**config.mk**
```make
export PLATFORM = sky130hd
export DESIGN_NAME = mla_accumulator_mod
export DESIGN_NICKNAME = d
export VERILOG_FILES = /design/src/rtl/mla_accumulator_mod.sv
export SDC_FILE = /design/constraint.sdc
export NUM_CORES = 1
export LEC_CHECK = 0
export CAP_MARGIN = 5
export CORE_MARGIN = 3
export CORE_UTILIZATION = 60
export CTS_BUF_LIST = sky130_fd_sc_hd__clkbuf_2
export CTS_CLUSTER_DIAMETER = 30
export DETAILED_ROUTE_END_ITERATION = 16
export PLACE_DENSITY = 0.92
export SLEW_MARGIN = 20
export SYNTH_ARGS = -nofsm -noshare
export SYNTH_HDL_FRONTEND = slang
export SYNTH_SLANG_ARGS = --single-unit
```
**constraint.sdc**
```tcl
create_clock -name clk -period 17.77 [get_ports clk]
set_clock_uncertainty 0.2 [all_clocks]
set_input_delay 2.6655 -clock clk [delete_from_list [all_inputs] [get_ports clk]]
set_output_delay 2.6655 -clock clk [all_outputs]
set_load 0.01 [all_outputs]
```
**src/rtl/mla_accumulator_mod.sv**
```systemverilog
// mla_accumulator_mod: framed multiply-accumulate of r*row lanes and r*sum_val over num_rows beats.
// Define MLA_ACC_MODRED_EN to reduce every accumulator modulo MOD_Q instead of wrapping.
module mla_accumulator_mod #(
  parameter int DATA_WIDTH = 12,
  parameter int ACC_WIDTH  = 32,
  parameter int NUM_COLS   = 4,
  parameter int R_WIDTH    = 3,
  parameter int CNT_WIDTH  = 16,
  parameter int MOD_Q      = 3329
) (
  input  logic                             clk,
  input  logic                             rst,
  input  logic                             start,
  input  logic [CNT_WIDTH-1:0]             num_rows,
  output logic                             busy,
  input  logic                             in_valid,
  output logic                             in_ready,
  input  logic signed [R_WIDTH-1:0]        r,
  input  logic [NUM_COLS*DATA_WIDTH-1:0]   row_in,
  input  logic [DATA_WIDTH-1:0]            sum_val,
  output logic                             out_valid,
  input  logic                             out_ready,
  output logic [NUM_COLS*ACC_WIDTH-1:0]    acc_cols,
  output logic [ACC_WIDTH-1:0]             acc_sum
);
  localparam int XW = ACC_WIDTH + DATA_WIDTH + R_WIDTH + 2;
  typedef enum logic [1:0] {IDLE, ACCUM, DONE} state_t;
  state_t                 state_q, state_d;
  logic [CNT_WIDTH-1:0]   cnt_q, cnt_d;
  logic [ACC_WIDTH-1:0]   acc_q [NUM_COLS];
  logic [ACC_WIDTH-1:0]   acc_d [NUM_COLS];
  logic [ACC_WIDTH-1:0]   sum_q, sum_d;
  // Full-precision signed sum first, then wrap or reduce to [0, MOD_Q-1].
  function automatic logic [ACC_WIDTH-1:0] f(input logic [ACC_WIDTH-1:0] a,
                                             input logic signed [R_WIDTH-1:0] rv,
                                             input logic [DATA_WIDTH-1:0] d);
    logic signed [XW-1:0] x;
`ifdef MLA_ACC_MODRED_EN
    logic signed [XW-1:0] m;
`endif
    x = $signed({{(XW-ACC_WIDTH){1'b0}}, a}) + XW'(rv) * $signed({{(XW-DATA_WIDTH){1'b0}}, d});
`ifdef MLA_ACC_MODRED_EN
    m = x % $signed(XW'(MOD_Q));
    m = (m < 0) ? m + $signed(XW'(MOD_Q)) : m;
    return ACC_WIDTH'(m);
`else
    return ACC_WIDTH'(x);
`endif
  endfunction
  always_comb begin
    state_d = state_q;
    cnt_d   = cnt_q;
    acc_d   = acc_q;
    sum_d   = sum_q;
    case (state_q)
      IDLE: if (start) begin
        for (int k = 0; k < NUM_COLS; k++) acc_d[k] = '0;
        sum_d   = '0;
        cnt_d   = num_rows;
        state_d = (num_rows == '0) ? DONE : ACCUM;
      end
      ACCUM: if (in_valid) begin
        for (int k = 0; k < NUM_COLS; k++) acc_d[k] = f(acc_q[k], r, row_in[k*DATA_WIDTH +: DATA_WIDTH]);
        sum_d   = f(sum_q, r, sum_val);
        cnt_d   = cnt_q - 1'b1;
        state_d = (cnt_q == CNT_WIDTH'(1)) ? DONE : ACCUM;
      end
      DONE: state_d = out_ready ? IDLE : DONE;
      default: state_d = IDLE;
    endcase
  end
  always_ff @(posedge clk) begin
    if (!rst) begin
      state_q <= IDLE;
      cnt_q   <= '0;
      sum_q   <= '0;
      for (int k = 0; k < NUM_COLS; k++) acc_q[k] <= '0;
    end else begin
      state_q <= state_d;
      cnt_q   <= cnt_d;
      sum_q   <= sum_d;
      for (int k = 0; k < NUM_COLS; k++) acc_q[k] <= acc_d[k];
    end
  end
  for (genvar g = 0; g < NUM_COLS; g++) begin : g_out
    assign acc_cols[g*ACC_WIDTH +: ACC_WIDTH] = acc_q[g];
  end
  assign acc_sum   = sum_q;
  assign busy      = state_q != IDLE;
  assign in_ready  = state_q == ACCUM;
  assign out_valid = state_q == DONE;
endmodule

```
==> results of run 1 <==
==> metal layers <==
metal,global-route usage (%),vias to the layer above,wire length [µm]
li1,-,8439,-
met1,36.75,8604,22040
met2,50.57,724,25440
met3,5.712,149,4165
met4,13.69,2,2142
met5,0,-,9
==> cell families after synthesis <==
group	after synthesis	share of synthesized area, %
multiplexers	3	0.1502
XOR/XNOR	137	6.000
AO/OA/AOI/OAI	588	19.02
flip-flops	178	17.82
AND/OR/NAND/NOR	662	16.81
buffers and inverters	173	3.348
adder cells (fa/ha/maj)	517	36.85
==> cell usage after synthesis (7+ instances only) <==
master      n
a211oi_1   18
a21boi_0    9
a21o_1     71
a21oi_1   144
a22oi_1    56
a31oi_1    19
and2_1    119
and3_1     10
clkbuf_1   80
dfxtp_1   178
fa_1      120
ha_1      397
inv_1      79
nand2_1   169
nand2b_1   17
nand3_1    27
nand4_1    22
nor2_1    136
nor2b_1   101
nor3_1     18
nor4_1     15
o21a_1     13
o21ai_0   132
o21ai_1    17
o21bai_1   20
o31a_1      7
o31ai_1     7
or3_1       9
xnor2_1    73
xor2_1     64
==> state kept, by name, summed over array words and instances (netlist names) <==
signal	cells
cnt_q	16
acc_sum	32
acc_cols	128
state_q	2
==> how the worst max path moves through the flow <==
stage                    to  slack [ns]  depth (start not counted)
3_3_place_gp    acc_sum[28]        9.41                         20
4_1_cts         acc_sum[28]       10.10                         20
3_5_place_dp    acc_sum[28]        9.12                         20
2_1_floorplan  acc_cols[92]       10.17                         19
6_report        acc_sum[28]        9.92                         20
5_1_grt         acc_sum[28]        9.70                         20
==> power groups by stage <==
stage	clock network (mW)	registers, mW	logic (mW)
detailed placement	0	0.463	0.662
global route	0.267	0.461	0.752
floorplan	0	0.464	0.459
finish	0.248	0.457	0.674
global placement	0	0.462	0.626
CTS	0.254	0.456	0.668
==> metrics by stage <==
step	area, µm²	total power, mW
after floorplan	20000	0.9237
after global placement	22720	1.088
after detailed placement	22720	1.125
after CTS	22990	1.378
after global routing	23000	1.480
final	23000	1.379
==> final cells by class <==
| cell class | instances | area (µm²) | area share [%] |
|---|---|---|---|
| multi-input cells | 1907 | 15780 | 68.61 |
| flip-flops and latches | 178 | 3563 | 15.50 |
| repair buffers | 257 | 2527 | 10.99 |
| well taps | 442 | 553.0 | 2.405 |
| inverters | 79 | 296.5 | 1.290 |
| clock inverters | 13 | 172.7 | 0.7509 |
| clock buffers | 19 | 95.09 | 0.4135 |
| diodes | 4 | 10.01 | 0.04353 |
==> critical path, delay by kind of cell <==
kind,cells,cell delay (ns)
fa+ha+maj,5,1.87
compound gates,8,2.10
buf+inv,4,1.30
simple gates,2,0.24
xor+xnor,1,0.18
==> qor.yml, run 1 <==
status: "finished, final reports clean"
p_seq_share_pct: 33.1
power_density_nw_per_um2: 59.98
drc_errors: 0
worstMarginPinSlew_ns: 1.094
ant_nets: 0
crit_arrival_ns: 8.40
routed-via-count: 17920
dp_hpwl_um: 40830
grt_pass1_vias: 18200
finalHoldViolations: 0
die_x_um: 188.6
cts_buffer_depth: 2
tns_ns: 0
synth_area_per_cell_um2: 8.856
syn_nets: 2859
drt_iter0_drc: 1085
startpoint: "r[2]"
cpMostUsedCell: "fa_1"
area_growth_pct: 15.00
p_clk_share_pct: 18.0
ys_async_sr_fraction_pct: 0
reg2reg_to: "acc_sum[28]"
hold_slack_ns: 0.2885
layout_commonest_cell: "ha_1"
path_clk_slew_ns: 0.27
hold_path.startpoint: "acc_cols[95]"
grt_usage_pct: 29.81
synth_edf_count: 0
grt_overflow_total: 0
holdPathStages: 1
critPathCaptureType: "flop"
cts_buffers: 17
synthFlopType: "dfxtp_1"
nFillCells: 2460
pre_cts_slack_ns: 9.119
leakage_nw: 10.78
ir_drop_mv: 0.04434
pin_count: 247
power.internal_mw: 0.8082
fin_util_pct: 70.32
critical_path.max_fanout: 59
core_um2: 32700
nNetsFinal: 3041
switchingPower_mw: 0.5710
cts_resized: 0
netSwitchingFraction_pct: 41.40
synthCells: 2258
slew_viol_final: 0
holdCritPathClass: "flop to flop"
antenna_found_initial: 5
rows: 66
synth.cell_area_um2: 20000
yosys_warnings: 0
r2r-start: "acc_sum[1]"
synthTopCellsByArea: "ha_1, dfxtp_1, fa_1, and2_1, a21oi_1"
wl_per_cell_um: 18.55
vias_per_cell: 6.181
rsz0062_at_grt: "no"
clk-insertion-delay-late_ns: 0.87
stdcell_count: 2899
cts_setup_buffers: 0
worstPathCellList: "buf_4 > buf_4 > nand2b_1 > fa_1 > fa_1 > fa_1 > inv_1 > ha_1 > inv_1 > fa_1 > nor2b_1 > o31ai_2 > a311oi_1 > a311oi_1 > o31ai_1 > a21oi_1 > o21ai_1 > a311oi_1 > xor2_1 > o21ai_0"
required_ns: 18.31
synth.largest_area_cell: "ha_1"
die-area_um2: 35550
ys_seq_area_share_pct: 17.82
dp.cells: 2863
slowest_delay_ns: 0.75
cap_violations: 0
period_share_pct: 44.18
reg2reg_depth: 17
setup_violations: 0
path_class: "input pin to flop"
setup_ws_ns: 9.918
layout_common_cells: "ha_1, clkdlybuf4s50_1, dfxtp_1"
min_period_ns: 7.852
cts-root-buf: "clkbuf_2"
pwr-share-comb_pct: 48.9
synth_top_area_share_pct: 24.84
cts_tree: "built"
synthDistinctLibCells: 77
drive_gt1_share_pct: 2.935
postCtsHoldBufs: 0
htreeDepth: 4
grt_pass1_wl_um: 87730
slowest_stage: "buf_4"
fp.dieH_um: 188.6
wirelength_um: 53790
clock.fmax_ghz: 0.1274
grt_max_degree: 86
hold_end: "acc_cols[95]"
start_util_pct: 61.15
maxSlewHeadroom_pct: 27.08
r2r_slack_ns: 13.32
synth_seq_cells: 178
port_buffers: 246
start_kind: "input pin"
globalplace.congestion: 0.9494
numClockSinks: 178
first_pass_iters: 6
Power figures use the tool's default switching activity.
==> run 2, diff against run 1 <==
--- a/config.mk
+++ b/config.mk
@@ -7,11 +7,11 @@
 export LEC_CHECK = 0
 export CAP_MARGIN = 5
 export CORE_MARGIN = 3
-export CORE_UTILIZATION = 60
+export CORE_UTILIZATION = 53
 export CTS_BUF_LIST = sky130_fd_sc_hd__clkbuf_2
 export CTS_CLUSTER_DIAMETER = 30
 export DETAILED_ROUTE_END_ITERATION = 16
-export PLACE_DENSITY = 0.92
+export PLACE_DENSITY = 0.87
 export SLEW_MARGIN = 20
 export SYNTH_ARGS = -nofsm -noshare
 export SYNTH_HDL_FRONTEND = slang
==> constraint.sdc (replaced) <==
create_clock -name clk -period 7.1 [get_ports clk]
set_clock_uncertainty 0.2 [all_clocks]
set_input_delay 1.065 -clock clk [delete_from_list [all_inputs] [get_ports clk]]
set_output_delay 1.065 -clock clk [all_outputs]
set_load 0.01 [all_outputs]
==> qor.yml, run 2 (synthesis gave the netlist of run 1 again) <==
tns_ns: 0
routed-via-count: 17530
vias_per_cell: 5.897
layout_common_cells: "ha_1, clkdlybuf4s50_1, dfxtp_1"
path_class: "input pin to flop"
critPathCaptureType: "flop"
multi_input_area_um2: 15780
setup_violations: 0
rsz0062_at_grt: "no"
die_x_um: 200.2
start_kind: "input pin"
first_pass_iters: 7
die-area_um2: 40100
holdCritPathClass: "flop to flop"
htreeDepth: 4
path_clk_slew_ns: 0.28
maxSlewHeadroom_pct: 41.75
postCtsHoldBufs: 0
r2r_slack_ns: 2.64
numClockSinks: 178
finalHoldViolations: 0
critical_path.max_fanout: 30
min_period_ns: 5.607
nFillCells: 3017
cts_setup_buffers: 0
reg2reg_to: "acc_sum[28]"
crit_arrival_ns: 6.19
holdPathStages: 2
clock.fmax_ghz: 0.1784
clk-insertion-delay-late_ns: 0.89
drc_errors: 0
cts_buffers: 17
slew_viol_final: 0
drt_iter0_drc: 984
grt_overflow_total: 0
period_share_pct: 78.97
core_um2: 36870
layout_commonest_cell: "ha_1"
cts_tree: "built"
cts-root-buf: "clkbuf_2"
rows: 70
grt_max_degree: 59
hold_end: "acc_sum[31]"
grt_usage_pct: 26.46
p_total_mw: 3.375
required_ns: 7.68
r2r-start: "acc_sum[1]"
antenna_found_initial: 10
regArea_um2: 3563
leakage_nw: 10.81
globalplace.congestion: 0.9415
ir_drop_mv: 0.1171
fin_util_pct: 62.71
wirelength_um: 53630
area_growth_pct: 15.63
grt_pass1_vias: 18000
hold_path.startpoint: "acc_sum[31]"
status: "finished, final reports clean"
fp.dieH_um: 200.2
drive_gt1_share_pct: 3.210
reg2reg_depth: 17
grt_pass1_wl_um: 88180
largest_reg_flops: 128
cap_violations: 0
power_density_nw_per_um2: 146.0
nNetsFinal: 3049
dp_hpwl_um: 41860
wl_per_cell_um: 18.05
cts_buffer_depth: 2
pin_count: 247
worstMarginPinSlew_ns: 0.8737
start_util_pct: 54.23
port_buffers: 246
cts_resized: 0
ant_nets: 0
## run 2: changes by cell type in the layout (fill, tap and decap cells not counted)
cell        before  now
buf_12           0    2
bufinv_16        3    0
clkinv_8         0    1
clkinv_1         0    1
diode_2          4    7
inv_8            0    3
buf_4           12   18
inv_6            4    6
clkbuf_2        19   17
and2_2           1    2
clkinvlp_4       4    1
and2_4           1    0
clkinv_4         2    3
## run 2: power breakdown
| part | internal [mW] | leakage (nW) | total [mW] | switching (mW) |
|---|---|---|---|---|
| sequential | 1.07 | 1.45 | 1.14 | 0.0733 |
| combinational | 0.753 | 9.23 | 1.67 | 0.922 |
| clock | 0.112 | 0.137 | 0.559 | 0.446 |
| total | 1.93 | 10.8 | 3.37 | 1.44 |
## run 2: worst max path at each step
stage | startpoint | end | slack, ns | cells past startpoint
final | r[0] | acc_sum[28] | 1.49 | 19
after global routing | r[0] | acc_sum[28] | 1.20 | 19
after CTS | r[0] | acc_sum[28] | 1.67 | 19
after detailed placement | r[1] | acc_sum[28] | 0.68 | 19
after global placement | sum_val[2] | acc_sum[28] | 0.89 | 19
after floorplan | r[2] | acc_cols[92] | 1.10 | 19
## run 2: area by class of cell
class | count | share of cell area [%]
Sequential cell | 178 | 15.41
Inverter | 79 | 1.282
Tap cell | 504 | 2.727
Clock buffer | 17 | 0.3680
Clock inverter | 15 | 0.6061
Multi-Input combinational cell | 1907 | 68.23
Timing Repair Buffer | 265 | 11.30
Antenna cell | 7 | 0.07576
## run 2: stage by stage
step                setup WS (ns)  hold slack (ns)  cells  cell area, µm²
floorplan                   1.097           0.2367   2258           20000
global placement           0.8873           0.2536   2933           22880
detailed placement         0.6813           0.2643   2933           22880
CTS                         1.671           0.2927   2965           23100
global route                1.204           0.3109   2971           23120
finish                      1.493           0.2888   2972           23120
## run 2: critical path, cell delays in order
cell,delay [ns]
buf_2,0.47
nand2_1,0.17
fa_1,0.59
fa_1,0.43
fa_1,0.50
inv_1,0.04
ha_1,0.19
inv_1,0.08
fa_1,0.18
nor2b_1,0.08
o31ai_2,0.35
a311oi_1,0.20
a311oi_1,0.62
o31ai_1,0.21
a21oi_1,0.28
o21ai_1,0.14
a311oi_1,0.32
xor2_1,0.16
o21ai_0,0.08
## run 2: per-layer routing
layer  up-vias  share of wire [%]  track usage, %
met3       121                7.0           5.770
met2       622                 48           46.06
met5         -              0.073               0
li1       8445                  -               -
met4         6                3.6           10.03
met1      8331                 41           32.03
